**config.mk**
```make
export PLATFORM = sky130hd
export DESIGN_NAME = riot_timer_ctrl
export DESIGN_NICKNAME = d
export VERILOG_FILES = /design/src/rtl/mm6532_pkg.sv /design/src/rtl/riot_timer_ctrl_pa7_edge_detect.sv /design/src/rtl/riot_timer_ctrl.sv
export SDC_FILE = /design/constraint.sdc
export NUM_CORES = 1
export LEC_CHECK = 0
export CAP_MARGIN = 30
export CORE_MARGIN = 4
export CORE_UTILIZATION = 38
export CTS_CLUSTER_SIZE = 8
export DETAILED_ROUTE_END_ITERATION = 7
export GPL_TIMING_DRIVEN = 0
export HOLD_SLACK_MARGIN = 0.08
export PLACE_DENSITY = 0.83
export SLEW_MARGIN = 40
export SYNTH_ARGS = -nofsm -noshare
export SYNTH_HDL_FRONTEND = slang
export SYNTH_SLANG_ARGS = --single-unit
```
**constraint.sdc**
```tcl
create_clock -name CLK -period 3.01 [get_ports CLK]
set_input_delay 0.4515 -clock CLK [delete_from_list [all_inputs] [get_ports CLK]]
set_output_delay 0.4515 -clock CLK [all_outputs]
set_load 0.05 [all_outputs]
```
**src/rtl/mm6532_pkg.sv**
```systemverilog
// Shared constants for the 6532 RIOT timer/PA7 control block: prescale codes,
// address bit positions and the flag-register layout.
package mm6532_pkg;

  typedef enum logic [1:0] {
    PRESCALE_1T    = 2'b00,
    PRESCALE_8T    = 2'b01,
    PRESCALE_64T   = 2'b10,
    PRESCALE_1024T = 2'b11
  } prescale_e;

  localparam int A_TIMER    = 4;
  localparam int A_IE       = 3;
  localparam int A_SEL      = 2;
  localparam int A_EDGE_IE  = 1;
  localparam int A_EDGE_POL = 0;
  localparam int A_FLAG_RD  = 0;

  localparam int FLAG_TIMER_BIT = 7;
  localparam int FLAG_PA7_BIT   = 6;

  function automatic logic [7:0] flag_byte(input logic timer_flag, input logic pa7_flag);
    logic [7:0] v;
    v = 8'h00;
    v[FLAG_TIMER_BIT] = timer_flag;
    v[FLAG_PA7_BIT]   = pa7_flag;
    return v;
  endfunction

endpackage

```
**src/rtl/riot_timer_ctrl_pa7_edge_detect.sv**
```systemverilog
// PA7 synchroniser, history flop and polarity-selected single-cycle edge pulse.
module pa7_edge_detect #(
  parameter int SYNC_STAGES = 2
) (
  input  logic clk,
  input  logic srst,
  input  logic i_pa7,
  input  logic i_edge_pos,
  output logic o_edge
);

  // Bits [SYNC_STAGES-1:0] are the synchroniser, the top bit is the history flop.
  logic [SYNC_STAGES:0] r_chain;
  logic [SYNC_STAGES:0] r_vld;
  logic                 w_sync;
  logic                 w_hist;

  always_ff @(posedge clk) begin
    if (srst) begin
      r_chain <= '0;
      r_vld   <= '0;
    end else begin
      r_chain <= {r_chain[SYNC_STAGES-1:0], i_pa7};
      r_vld   <= {r_vld[SYNC_STAGES-1:0], 1'b1};
    end
  end

  assign w_sync = r_chain[SYNC_STAGES-1];
  assign w_hist = r_chain[SYNC_STAGES];

  // Edges are ignored until the history flop holds a post-reset sample, so a
  // level already present at reset release never looks like a transition.
  assign o_edge = r_vld[SYNC_STAGES] & (w_sync ^ w_hist) & (i_edge_pos ? w_sync : w_hist);

endmodule

```
**src/rtl/riot_timer_ctrl.sv**
```systemverilog
// RIOT timer/PA7 register decode: timer load strobe, interrupt flags and enables,
// registered read-back, and the combined active-low interrupt request.
module riot_timer_ctrl
  import mm6532_pkg::*;
#(
  parameter int PA7_SYNC_STAGES = 2
) (
  input  logic       CLK,
  input  logic       RES,
  input  logic       CS,
  input  logic       RW,
  input  logic [4:0] A,
  input  logic [7:0] DI,
  output logic [7:0] DO,
  input  logic       PA7,
  output logic       TIM_WE,
  output logic [1:0] TIM_PRESCALE,
  output logic [7:0] TIM_IN,
  input  logic [7:0] TIM_OUT,
  input  logic       TIM_INTERRUPT,
  output logic       IRQ_N
);

  logic       r_timer_flag;
  logic       r_pa7_flag;
  logic       r_timer_ie;
  logic       r_pa7_ie;
  logic       r_edge_pos;
  logic [7:0] r_do;

  logic w_acc;
  logic w_wr;
  logic w_rd;
  logic w_tim_wr;
  logic w_edge_wr;
  logic w_intim_rd;
  logic w_flag_rd;
  logic w_pa7_edge;

  // Reset gates every access so an in-flight cycle has no side effects.
  assign w_acc      = CS & ~RES;
  assign w_wr       = w_acc & ~RW & A[A_SEL];
  assign w_rd       = w_acc &  RW & A[A_SEL];
  assign w_tim_wr   = w_wr &  A[A_TIMER];
  assign w_edge_wr  = w_wr & ~A[A_TIMER];
  assign w_intim_rd = w_rd & ~A[A_FLAG_RD];
  assign w_flag_rd  = w_rd &  A[A_FLAG_RD];

  assign TIM_WE       = w_tim_wr;
  assign TIM_IN       = w_tim_wr ? DI : 8'h00;
  assign TIM_PRESCALE = w_tim_wr ? A[1:0] : 2'b00;

  pa7_edge_detect #(
    .SYNC_STAGES (PA7_SYNC_STAGES)
  ) u_pa7_edge (
    .clk        (CLK),
    .srst       (RES),
    .i_pa7      (PA7),
    .i_edge_pos (r_edge_pos),
    .o_edge     (w_pa7_edge)
  );

  always_ff @(posedge CLK) begin
    if (RES) begin
      r_timer_flag <= 1'b0;
      r_pa7_flag   <= 1'b0;
      r_timer_ie   <= 1'b0;
      r_pa7_ie     <= 1'b0;
      r_edge_pos   <= 1'b0;
      r_do         <= 8'h00;
    end else begin
      // Set-priority flags: an event in the same cycle as a clear wins.
      if (TIM_INTERRUPT)
        r_timer_flag <= 1'b1;
      else if (w_tim_wr | w_intim_rd)
        r_timer_flag <= 1'b0;

      if (w_tim_wr | w_intim_rd)
        r_timer_ie <= A[A_IE];

      if (w_pa7_edge)
        r_pa7_flag <= 1'b1;
      else if (w_flag_rd)
        r_pa7_flag <= 1'b0;

      if (w_edge_wr) begin
        r_edge_pos <= A[A_EDGE_POL];
        r_pa7_ie   <= A[A_EDGE_IE];
      end

      if (w_flag_rd)
        r_do <= flag_byte(r_timer_flag, r_pa7_flag);
      else if (w_intim_rd)
        r_do <= TIM_OUT;
      else
        r_do <= 8'h00;
    end
  end

  assign DO    = r_do;
  assign IRQ_N = ~(~RES & ((r_timer_flag & r_timer_ie) | (r_pa7_flag & r_pa7_ie)));

endmodule

```
# ---- Yosys cells after proc, flatten, opt, wreduce, memory -nomap -nowiden
# Cells that the tools add are included.
dict set report totals {
  output_inout_bits 20
  ff_bits 19
  in_bits 27
}
dict set report classes {
  n_reduce_logical 3
  bitwise 23
  muxes 10
}
# cell count
set ops {}
lappend ops {{8-bit 2-to-1 mux} 3}
lappend ops {{1-bit bitwise AND} 14}
lappend ops {{1-bit 2-to-1 mux} 6}
lappend ops {{1-bit NOT} 6}
lappend ops {{2-bit nonzero test} 2}
lappend ops {{3-bit OR reduction} 1}
lappend ops {{2-bit 2-to-1 mux} 1}
lappend ops {{1-bit OR} 2}
lappend ops {{1-bit XOR} 1}

# ---- Logic depth before layout (Yosys ltp)
# Gate-level depths: netlist of run 1.
dict set report depth {
  word_depth 8
  ltp_mapped 4
}

# ---- By module
# From an unflattened synthesis of run 1, not the netlist that was laid out.
dict set report hier_totals {
  hier_cells 75
  area_unflattened_um2 744.5
}
# module cells_each seq_area_each_um2 n_inst area_each_um2
set by_module_without_submodules {}
lappend by_module_without_submodules {riot_timer_ctrl 60 260.2 1 565.5}
lappend by_module_without_submodules {pa7_edge_detect 15 120.1 1 178.9}

# ---- Least setup slack after synthesis of run 1
# No wires, ideal clock.
dict set report synth_timing {
  path_type {in2out}
  start {in RES}
  end {out TIM_WE}
  cell_stages 2
  slack_ps 899
  n_path_buf 1
  t_arrival_ps 1660
  required_ps 2558
  cell_sequence {buf_6 > nor3_1}
}
dict set report synth_via {
  elab_chain_len 5
}
# element line
set synth_rtl {}
lappend synth_rtl {{from (decl)} riot_timer_ctrl.sv:9} ;# input logic RES,
lappend synth_rtl {{1-bit NOT} riot_timer_ctrl.sv:41} ;# assign w_acc = CS & ~RES;
lappend synth_rtl {{1-bit bitwise AND} riot_timer_ctrl.sv:41}
lappend synth_rtl {{1-bit bitwise AND (2 in a row)} riot_timer_ctrl.sv:42} ;# assign w_wr = w_acc & ~RW & A[A_SEL];
lappend synth_rtl {{1-bit bitwise AND} riot_timer_ctrl.sv:44} ;# assign w_tim_wr = w_wr & A[A_TIMER];
lappend synth_rtl {{to (decl)} riot_timer_ctrl.sv:16} ;# output logic TIM_WE,
# Every way passes these cells.

# ---- Final worst setup path of run 1
dict set report layout_timing {
  start {in RW}
  end {out TIM_IN[6]}
}
dict set report layout_via {
  elab_chain_len 5
}
# element line
set layout_rtl {}
lappend layout_rtl {{from (decl)} riot_timer_ctrl.sv:11} ;# input logic RW,
lappend layout_rtl {{1-bit NOT} riot_timer_ctrl.sv:42}
lappend layout_rtl {{1-bit bitwise AND (2 in a row)} riot_timer_ctrl.sv:42}
lappend layout_rtl {{1-bit bitwise AND} riot_timer_ctrl.sv:44}
lappend layout_rtl {{8-bit 2-to-1 mux} riot_timer_ctrl.sv:50} ;# assign TIM_IN = w_tim_wr ? DI : 8'h00;
lappend layout_rtl {{to (decl)} riot_timer_ctrl.sv:18} ;# output logic [7:0] TIM_IN,
# Every way passes these cells.

==> impl_metrics.tcl, run 1 <==
set metrics [dict create \
    internal_power_mw 0.3539 \
    totalWireLength_um 1816 \
    routedWlPerCell_um 11.87 \
    fin_cells 153 \
    placed_cell_area_um2 1266 \
    io_buffers 46 \
    cts.sinks 19 \
    tightest_slew_ps 510.6 \
    cts.path.max_buffers 2 \
    routed_via_density 4.693 \
    whs_path_depth 1 \
    leakagePower_nw 0.5544 \
    track_usage_pct 13.54 \
    crit_top_cell "clkdlybuf4s50_1" \
    cp.required_ps 2560 \
    syn_to_final_growth_pct 67.59 \
    h-tree-depth 1 \
    rsz0062_at_grt "no" \
    post-place-cells 149 \
    yosysUniqueCellTypes 28 \
    seq_area_frac_synth_pct 49.27 \
    pwr-share-clk_pct 26.6 \
    synth_top_cell_by_area "dfxtp_1" \
    fin_ws_ps 102.8 \
    min_path_type "reg -> reg" \
    synthTopCellsByArea "dfxtp_1 49%, and3_1 8.1%, and2b_2 6.8%, and2_2 5.8%, nand2_1 3.4%" \
    min_period_ps 2907 \
    avgSynthCellArea_um2 10.16 \
    hold_slack_ps 462.2 \
    hold_viol 0 \
    clk_pin_slew_worst_paths_ps 100 \
    cts_root_buf "clkbuf_4" \
    p_comb_share_pct 16.6 \
    cts_tree "done" \
    die_area_um2 2816 \
    die_y_um 53.07 \
    vias 718 \
    ant_nets 0 \
    grt_pass1_wl_um 2753 \
    synth_seq_cells 19 \
    cp_max_fo 10 \
    routabilityCongestion 0.6914 \
    synth_top_area_share_pct 49.27 \
    p_sw_mw 0.1060 \
    die_w_um 53.07 \
    synth_nets 103 \
    core_um2 1942 \
    crit_type "in -> out" \
    finalMaxSlewViolations 0 \
    synth_area_um2 772.0 \
    synth_cells 76 \
    post-route-period-util_pct 96.59 \
    grt_pass1_vias 683 \
    design_area_um2 1294 \
    cap_viol_max_count 0 \
    yosysWarnings 0 \
    antenna_found_initial 0 \
    clk_latency_ps 290 \
    grt_max_degree 12 \
    drt_iter0_drc 14 \
    cp-end-kind "output pin" \
    finClkSkew_ps 1.062 \
    io_pins 47 \
    cp_slowest_cell "clkdlybuf4s50_1" \
    fin_util_pct 66.62 \
    setup_violations 0 \
    arrival_ps 2460 \
    switching_share_pct 23.04 \
    status "finished, final reports clean" \
    dp_slack_ps 94.49 \
    cts_buffers 3 \
    rows 16 \
    crit_chain "clkdlybuf4s50_1 -> and4bb_1 -> buf_2 -> and3_1 -> clkdlybuf4s50_1" \
    seqPwrFrac_pct 56.8 \
    ir_drop_uv 394.7 \
    tns_ps 0 \
    cts_hold_buf 0 \
    start_util_pct 39.76 \
    drive_above_1_share_pct 16.67 \
    dpl.hpwl_um 1509 \
    n_antenna_cell 0 \
    cts_resized 0 \
    timing.slew.headroom_pct 65.85 \
    fmax_ghz 0.3440 \
    nNetsFinal 154 \
    startpoint_type "primary input" \
    dr.pass1.iters 4 \
    p_total_mw 0.4598 \
    reg2reg_depth 2 \
    post_cts_buffers 0 \
    p_per_area_nw_per_um2 355.4 \
    drc 0 \
    overflow 0 \
    critPathMaxStageDelay_ps 810 \
]
==> kinds of logic (layout without fill, tap and decap cells) <==
group / Yosys count / count (layout) / synth area share (%)
flip-flops: 19 / 19 / 49.27
AND/OR/NAND/NOR: 41 / 41 / 35.33
AO/OA/AOI/OAI: 9 / 9 / 9.077
multiplexers: 2 / 2 / 2.755
buffers and inverters: 5 / 55 / 3.564
==> path summary, 6_finish.rpt <==
path                        from                   to  slack, ps
max reg2reg           r_timer_ie           r_timer_ie       2160
min reg2reg  u_pa7_edge.r_vld[1]  u_pa7_edge.r_vld[2]        460
min          u_pa7_edge.r_vld[1]  u_pa7_edge.r_vld[2]        460
max                           RW            TIM_IN[6]        100
==> per-layer routing <==
layer	part of all wire [%]	track usage, %	vias up
met5	0	0	-
met4	0.55	3.830	0
met3	7.9	4.507	2
met2	52	24.17	29
met1	39	15.09	324
li1	-	-	363
==> synthesized netlist by cell type <==
library cell / n
nor3_1: 1
o211ai_1: 1
buf_2: 1
buf_6: 1
a211oi_2: 1
o2bb2ai_1: 1
and3b_1: 1
mux2i_1: 1
mux2_2: 1
nand2_1: 7
nand3b_1: 2
a21oi_1: 2
and2_2: 6
o311ai_0: 2
and2b_2: 6
and4bb_1: 1
a22o_1: 1
o21ai_0: 1
and3_1: 10
nand2b_1: 1
clkinv_1: 1
dfxtp_1: 19
clkbuf_1: 1
inv_1: 1
nor2_1: 3
nand4b_1: 1
nand3_1: 1
nand2b_4: 1
==> placed cells by master, fill, tap and decap left out, drive strengths merged <==
master / count
nand2: 7
and3: 10
and4bb: 1
nor3: 1
dfxtp: 19
clkinv: 2
and3b: 1
inv: 1
mux2: 1
clkdlybuf4s50: 46
nor2: 3
o211ai: 1
and2b: 6
nand2b: 2
nand3: 1
o21ai: 1
a22o: 1
nand4b: 1
nand3b: 2
clkbuf: 4
o2bb2ai: 1
mux2i: 1
o311ai: 2
a21oi: 2
buf: 2
and2: 6
a211oi: 1
==> sequential cells by signal, summed over array words and instances (netlist names) <==
name,count
DO,8
r_edge_pos,1
r_pa7_flag,1
r_pa7_ie,1
r_timer_flag,1
r_timer_ie,1
u_pa7_edge.r_chain,3
u_pa7_edge.r_vld,3
==> power by group through the flow <==
stage | clock network, mW | logic [mW] | registers (mW)
final | 0.122 | 0.0762 | 0.261
after global routing | 0.140 | 0.0816 | 0.262
after CTS | 0.127 | 0.0768 | 0.261
after detailed placement | 0 | 0.0765 | 0.267
after global placement | 0 | 0.0750 | 0.267
after floorplan | 0 | 0.0267 | 0.270
==> critical path, delay by kind of cell <==
kind                   cells  cell delay [ps]
and+or+nand+nor            2              500
buffers and inverters      3             1510
==> cell type report <==
| class | count | area, um^2 |
|---|---|---|
| fill | 173 | 648.1 |
| clock inverter | 1 | 5.005 |
| tap | 27 | 33.78 |
| buffer | 3 | 20.02 |
| multi-input combinational | 52 | 364.1 |
| timing repair buffer | 46 | 460.4 |
| clock buffer | 3 | 22.52 |
| inverter | 2 | 7.507 |
| sequential | 19 | 380.4 |
No activity file was read; power rests on OpenSTA's default activity.
==> inputs of run 2 (changes only) <==
- GPL_TIMING_DRIVEN: 0 -> default
==> impl_metrics.tcl, run 2 (same netlist as run 1, synthesis figures left out) <==
set metrics [dict create \
    finalMaxSlewViolations 0 \
    dr.pass1.iters 4 \
    fill_cells 160 \
    h-tree-depth 1 \
    cts.sinks 19 \
    min_period_ps 2436 \
    syn_to_final_growth_pct 77.31 \
    grt_max_degree 16 \
    cp-end-kind "output pin" \
    arrival_ps 1980 \
    final_cell_mix "34 x clkdlybuf4s50_1, 19 x dfxtp_1, 10 x and3_1, 10 x buf_12, 7 x nand2_1" \
    io_pins 47 \
    io_buffers 46 \
    tns_ps 0 \
    drt_iter0_drc 9 \
    cts_resized 0 \
    dpl.hpwl_um 1605 \
    min_path_type "reg -> reg" \
    nNetsFinal 151 \
    die_area_um2 2816 \
    post-route-period-util_pct 80.92 \
    ant_nets 0 \
    p_per_area_nw_per_um2 339.6 \
    cts_root_buf "clkbuf_4" \
    grt_pass1_vias 676 \
    totalWireLength_um 1908 \
    largest_reg_flops 8 \
    pwr-share-clk_pct 27.1 \
    routed_via_density 4.653 \
    p_sw_mw 0.1101 \
    rrSetupSlack_ps 2150 \
    fmax_ghz 0.4106 \
    startpoint_type "primary input" \
    clk_latency_ps 290 \
    hold_viol 0 \
    finClkSkew_ps 2.386 \
    cp.required_ps 2560 \
    routabilityCongestion 0.7107 \
    internal_power_mw 0.3547 \
    die_w_um 53.07 \
    die_y_um 53.07 \
    seqPwrFrac_pct 56.2 \
    rsz0062_at_grt "no" \
    status "finished, final reports clean" \
    timing.slew.headroom_pct 66.59 \
    antenna_found_initial 0 \
    leakagePower_nw 0.5912 \
    switching_share_pct 23.69 \
    clk_pin_slew_worst_paths_ps 100 \
    start_util_pct 39.76 \
    routedWlPerCell_um 12.72 \
    p_total_mw 0.4648 \
    whs_path_depth 1 \
    core_um2 1942 \
    reg2reg_depth 2 \
    drive_above_1_share_pct 25.20 \
    drc 0 \
    track_usage_pct 13.66 \
    crit_type "in -> out" \
    cts_buffers 3 \
    rows 16 \
    ir_drop_uv 216.2 \
    setup_violations 0 \
    cp_max_fo 12 \
    cts_hold_buf 0 \
    cts_tree "done" \
    post_cts_buffers 0 \
    p_comb_share_pct 16.7 \
    overflow 0 \
    cap_viol_max_count 0 \
    grt_pass1_wl_um 2849 \
    vias 698 \
    n_antenna_cell 0 \
    tightest_slew_ps 499.6 \
    cts.path.max_buffers 2 \
    layout_commonest_cell "clkdlybuf4s50_1" \
]
-- run 2: cell count changes in the layout (fill, tap and decap cells not counted), sizes merged --
cell	change
clkdlybuf4s50	-12
buf	+10
clkbuf	-1
-- run 2: final cells by class --
cell class | count | area (um^2) | share of cell area [%]
clock inverters | 1 | 5.005 | 0.3656
repair buffers | 46 | 555.5 | 40.59
inverters | 2 | 7.507 | 0.5484
multi-input cells | 52 | 364.1 | 26.60
clock buffers | 3 | 22.52 | 1.645
well taps | 27 | 33.78 | 2.468
flip-flops and latches | 19 | 380.4 | 27.79
-- run 2: metal layers --
layer / global-route usage, % / vias up / routed length, um
li1: - / 360 / -
met1: 16.64 / 316 / 822
met2: 23.97 / 22 / 974
met3: 2.817 / 0 / 111
met4: 3.830 / 0 / 0
met5: 0 / - / 0
-- run 2: per-stage QoR --
stage	instance area, um^2	std cells	util (%)	hold slack (ps)	setup WS (ps)
3_5_place_dp	1341	146	69.07	438.6	589.5
5_1_grt	1369	150	70.49	473.0	464.2
2_1_floorplan	772.0	76	-	428.1	898.9
6_report	1369	150	70.49	460.0	574.4
3_3_place_gp	1341	146	69.07	433.0	617.9
4_1_cts	1369	150	70.49	464.6	579.1
-- run 2: worst paths after layout --
path                           end                   from
max                      TIM_IN[6]                    RES
min reg2reg  u_pa7_edge.r_chain[1]  u_pa7_edge.r_chain[0]
max reg2reg             r_timer_ie             r_timer_ie
min          u_pa7_edge.r_chain[1]  u_pa7_edge.r_chain[0]
-- run 2: power groups by stage --
stage	combinational [mW]	clock, mW	sequential, mW
6_report	0.0777	0.126	0.261
5_1_grt	0.0827	0.142	0.262
4_1_cts	0.0780	0.131	0.261
3_5_place_dp	0.0776	0	0.267
3_3_place_gp	0.0762	0	0.267
2_1_floorplan	0.0267	0	0.270
-- run 2: worst max-delay path, cell delays in order --
cell             delay [ps]
clkdlybuf4s50_1         560
and4bb_1                540
and3_1                  270
buf_12                  150
==> inputs of run 3 (changes only) <==
- CORE_UTILIZATION: 38 -> 32
- PLACE_DENSITY: 0.83 -> 0.75
- clock period: 3.01 -> 2.2 ns (I/O delays scaled with it)
==> impl_metrics.tcl, run 3 (same netlist as run 1, synthesis figures left out) <==
set metrics [dict create \
    routed_via_density 4.662 \
    antenna_found_initial 0 \
    timing.slew.headroom_pct 66.60 \
    ant_nets 0 \
    post_cts_buffers 0 \
    reg2reg_depth 2 \
    largest_reg_flops 8 \
    rsz0062_at_grt "no" \
    crit_chain "clkdlybuf4s50_1 -> and4bb_1 -> and3_1 -> buf_12" \
    status "finished, final reports clean" \
    nNetsFinal 154 \
    cts.path.max_buffers 2 \
    routabilityCongestion 0.7511 \
    pwr-share-clk_pct 26.1 \
    die_area_um2 3262 \
    cts_root_buf "clkbuf_4" \
    hold_viol 0 \
    vias 718 \
    switching_share_pct 22.92 \
    rows 17 \
    crit_buf_inv 2 \
    met2_wirelength_um 1005 \
    startpoint_type "primary input" \
    grt_pass1_wl_um 3146 \
    wl_met3_um 145 \
    p_total_mw 0.6355 \
    crit_type "in -> out" \
    layout_commonest_cell "clkdlybuf4s50_1" \
    finClkSkew_ps 0.7414 \
    post-route-period-util_pct 89.85 \
    whs_path_depth 1 \
    grt_pass1_vias 682 \
    tns_ps 0 \
    internal_power_mw 0.4899 \
    syn_to_final_growth_pct 83.63 \
    cp_slowest_cell "clkdlybuf4s50_1" \
    dpl.hpwl_um 1607 \
    die_w_um 57.12 \
    cts_hold_buf 0 \
    crit_family "simple AND/OR/NAND/NOR gates" \
    grt_max_degree 15 \
    cts_resized 0 \
    cap_viol_max_count 0 \
    h-tree-depth 1 \
    seqPwrFrac_pct 56.3 \
    track_usage_pct 12.32 \
    cts_tree "done" \
    core_um2 2255 \
    cp-end-kind "output pin" \
    top_layer "met4" \
    min_period_ps 1977 \
    overflow 0 \
    finalMaxSlewViolations 0 \
    drt_iter0_drc 12 \
    tightest_slew_ps 499.5 \
    clk_pin_slew_worst_paths_ps 100 \
    critPathMaxStageDelay_ps 500 \
    drive_above_1_share_pct 26.98 \
    start_util_pct 34.24 \
    totalWireLength_um 1945 \
    min_path_type "reg -> reg" \
    fmax_ghz 0.5059 \
    n_antenna_cell 0 \
    drc 0 \
    cts_buffers 3 \
    cts.sinks 19 \
    p_per_area_nw_per_um2 448.3 \
    arrival_ps 1650 \
    routedWlPerCell_um 12.63 \
    dr.pass1.iters 4 \
    ir_drop_uv 370.2 \
    clk_latency_ps 290 \
    cp.depth 4 \
    leakagePower_nw 0.6148 \
    final_cell_mix "34 x clkdlybuf4s50_1, 19 x dfxtp_1, 12 x buf_12" \
    setup_violations 0 \
    die_y_um 57.12 \
    p_sw_mw 0.1456 \
    cp.required_ps 1870 \
    io_buffers 46 \
    cp_max_fo 12 \
    p_comb_share_pct 17.6 \
    io_pins 47 \
    wl_met1_um 772 \
]
==> run 3: power by group through the flow <==
stage,sequential (mW),clock (mW),combinational [mW]
2_1_floorplan,0.370,0,0.0365
3_3_place_gp,0.365,0,0.111
3_5_place_dp,0.366,0,0.112
4_1_cts,0.358,0.175,0.113
5_1_grt,0.359,0.186,0.120
6_report,0.358,0.166,0.112
==> run 3: layout make-up <==
type	count	area (um^2)
fillers	212	837.1
repair buffers	49	603.1
flip-flops and latches	19	380.4
multi-input cells	52	364.1
well taps	28	35.03
clock buffers	3	22.52
inverters	2	7.507
clock inverters	1	5.005
==> run 3: per-layer routing <==
metal,vias up,GRT usage (%)
li1,366,-
met1,320,14.09
met2,30,21.53
met3,2,4.072
met4,0,3.974
met5,-,0
==> run 3: final timing paths <==
path / startpoint / slack [ps] / end
setup reg to reg: r_timer_ie / 1340 / r_timer_ie
setup / recovery: CS / 220 / TIM_IN[5]
hold reg to reg: u_pa7_edge.r_vld[1] / 460 / u_pa7_edge.r_vld[2]
hold / removal: u_pa7_edge.r_vld[1] / 460 / u_pa7_edge.r_vld[2]
==> run 3: metrics by stage <==
| step | hold slack [ps] | setup slack, ps | instances | util (%) | area [um^2] |
|---|---|---|---|---|---|
| global placement | 431.7 | 263.2 | 150 | 61.65 | 1390 |
| detailed placement | 441.6 | 247.7 | 150 | 61.65 | 1390 |
| finish | 461.0 | 223.3 | 154 | 62.87 | 1418 |
| CTS | 464.6 | 247.4 | 154 | 62.87 | 1418 |
| global route | 479.2 | 186.6 | 154 | 62.87 | 1418 |
| floorplan | 428.1 | 331.9 | 76 | - | 772.0 |
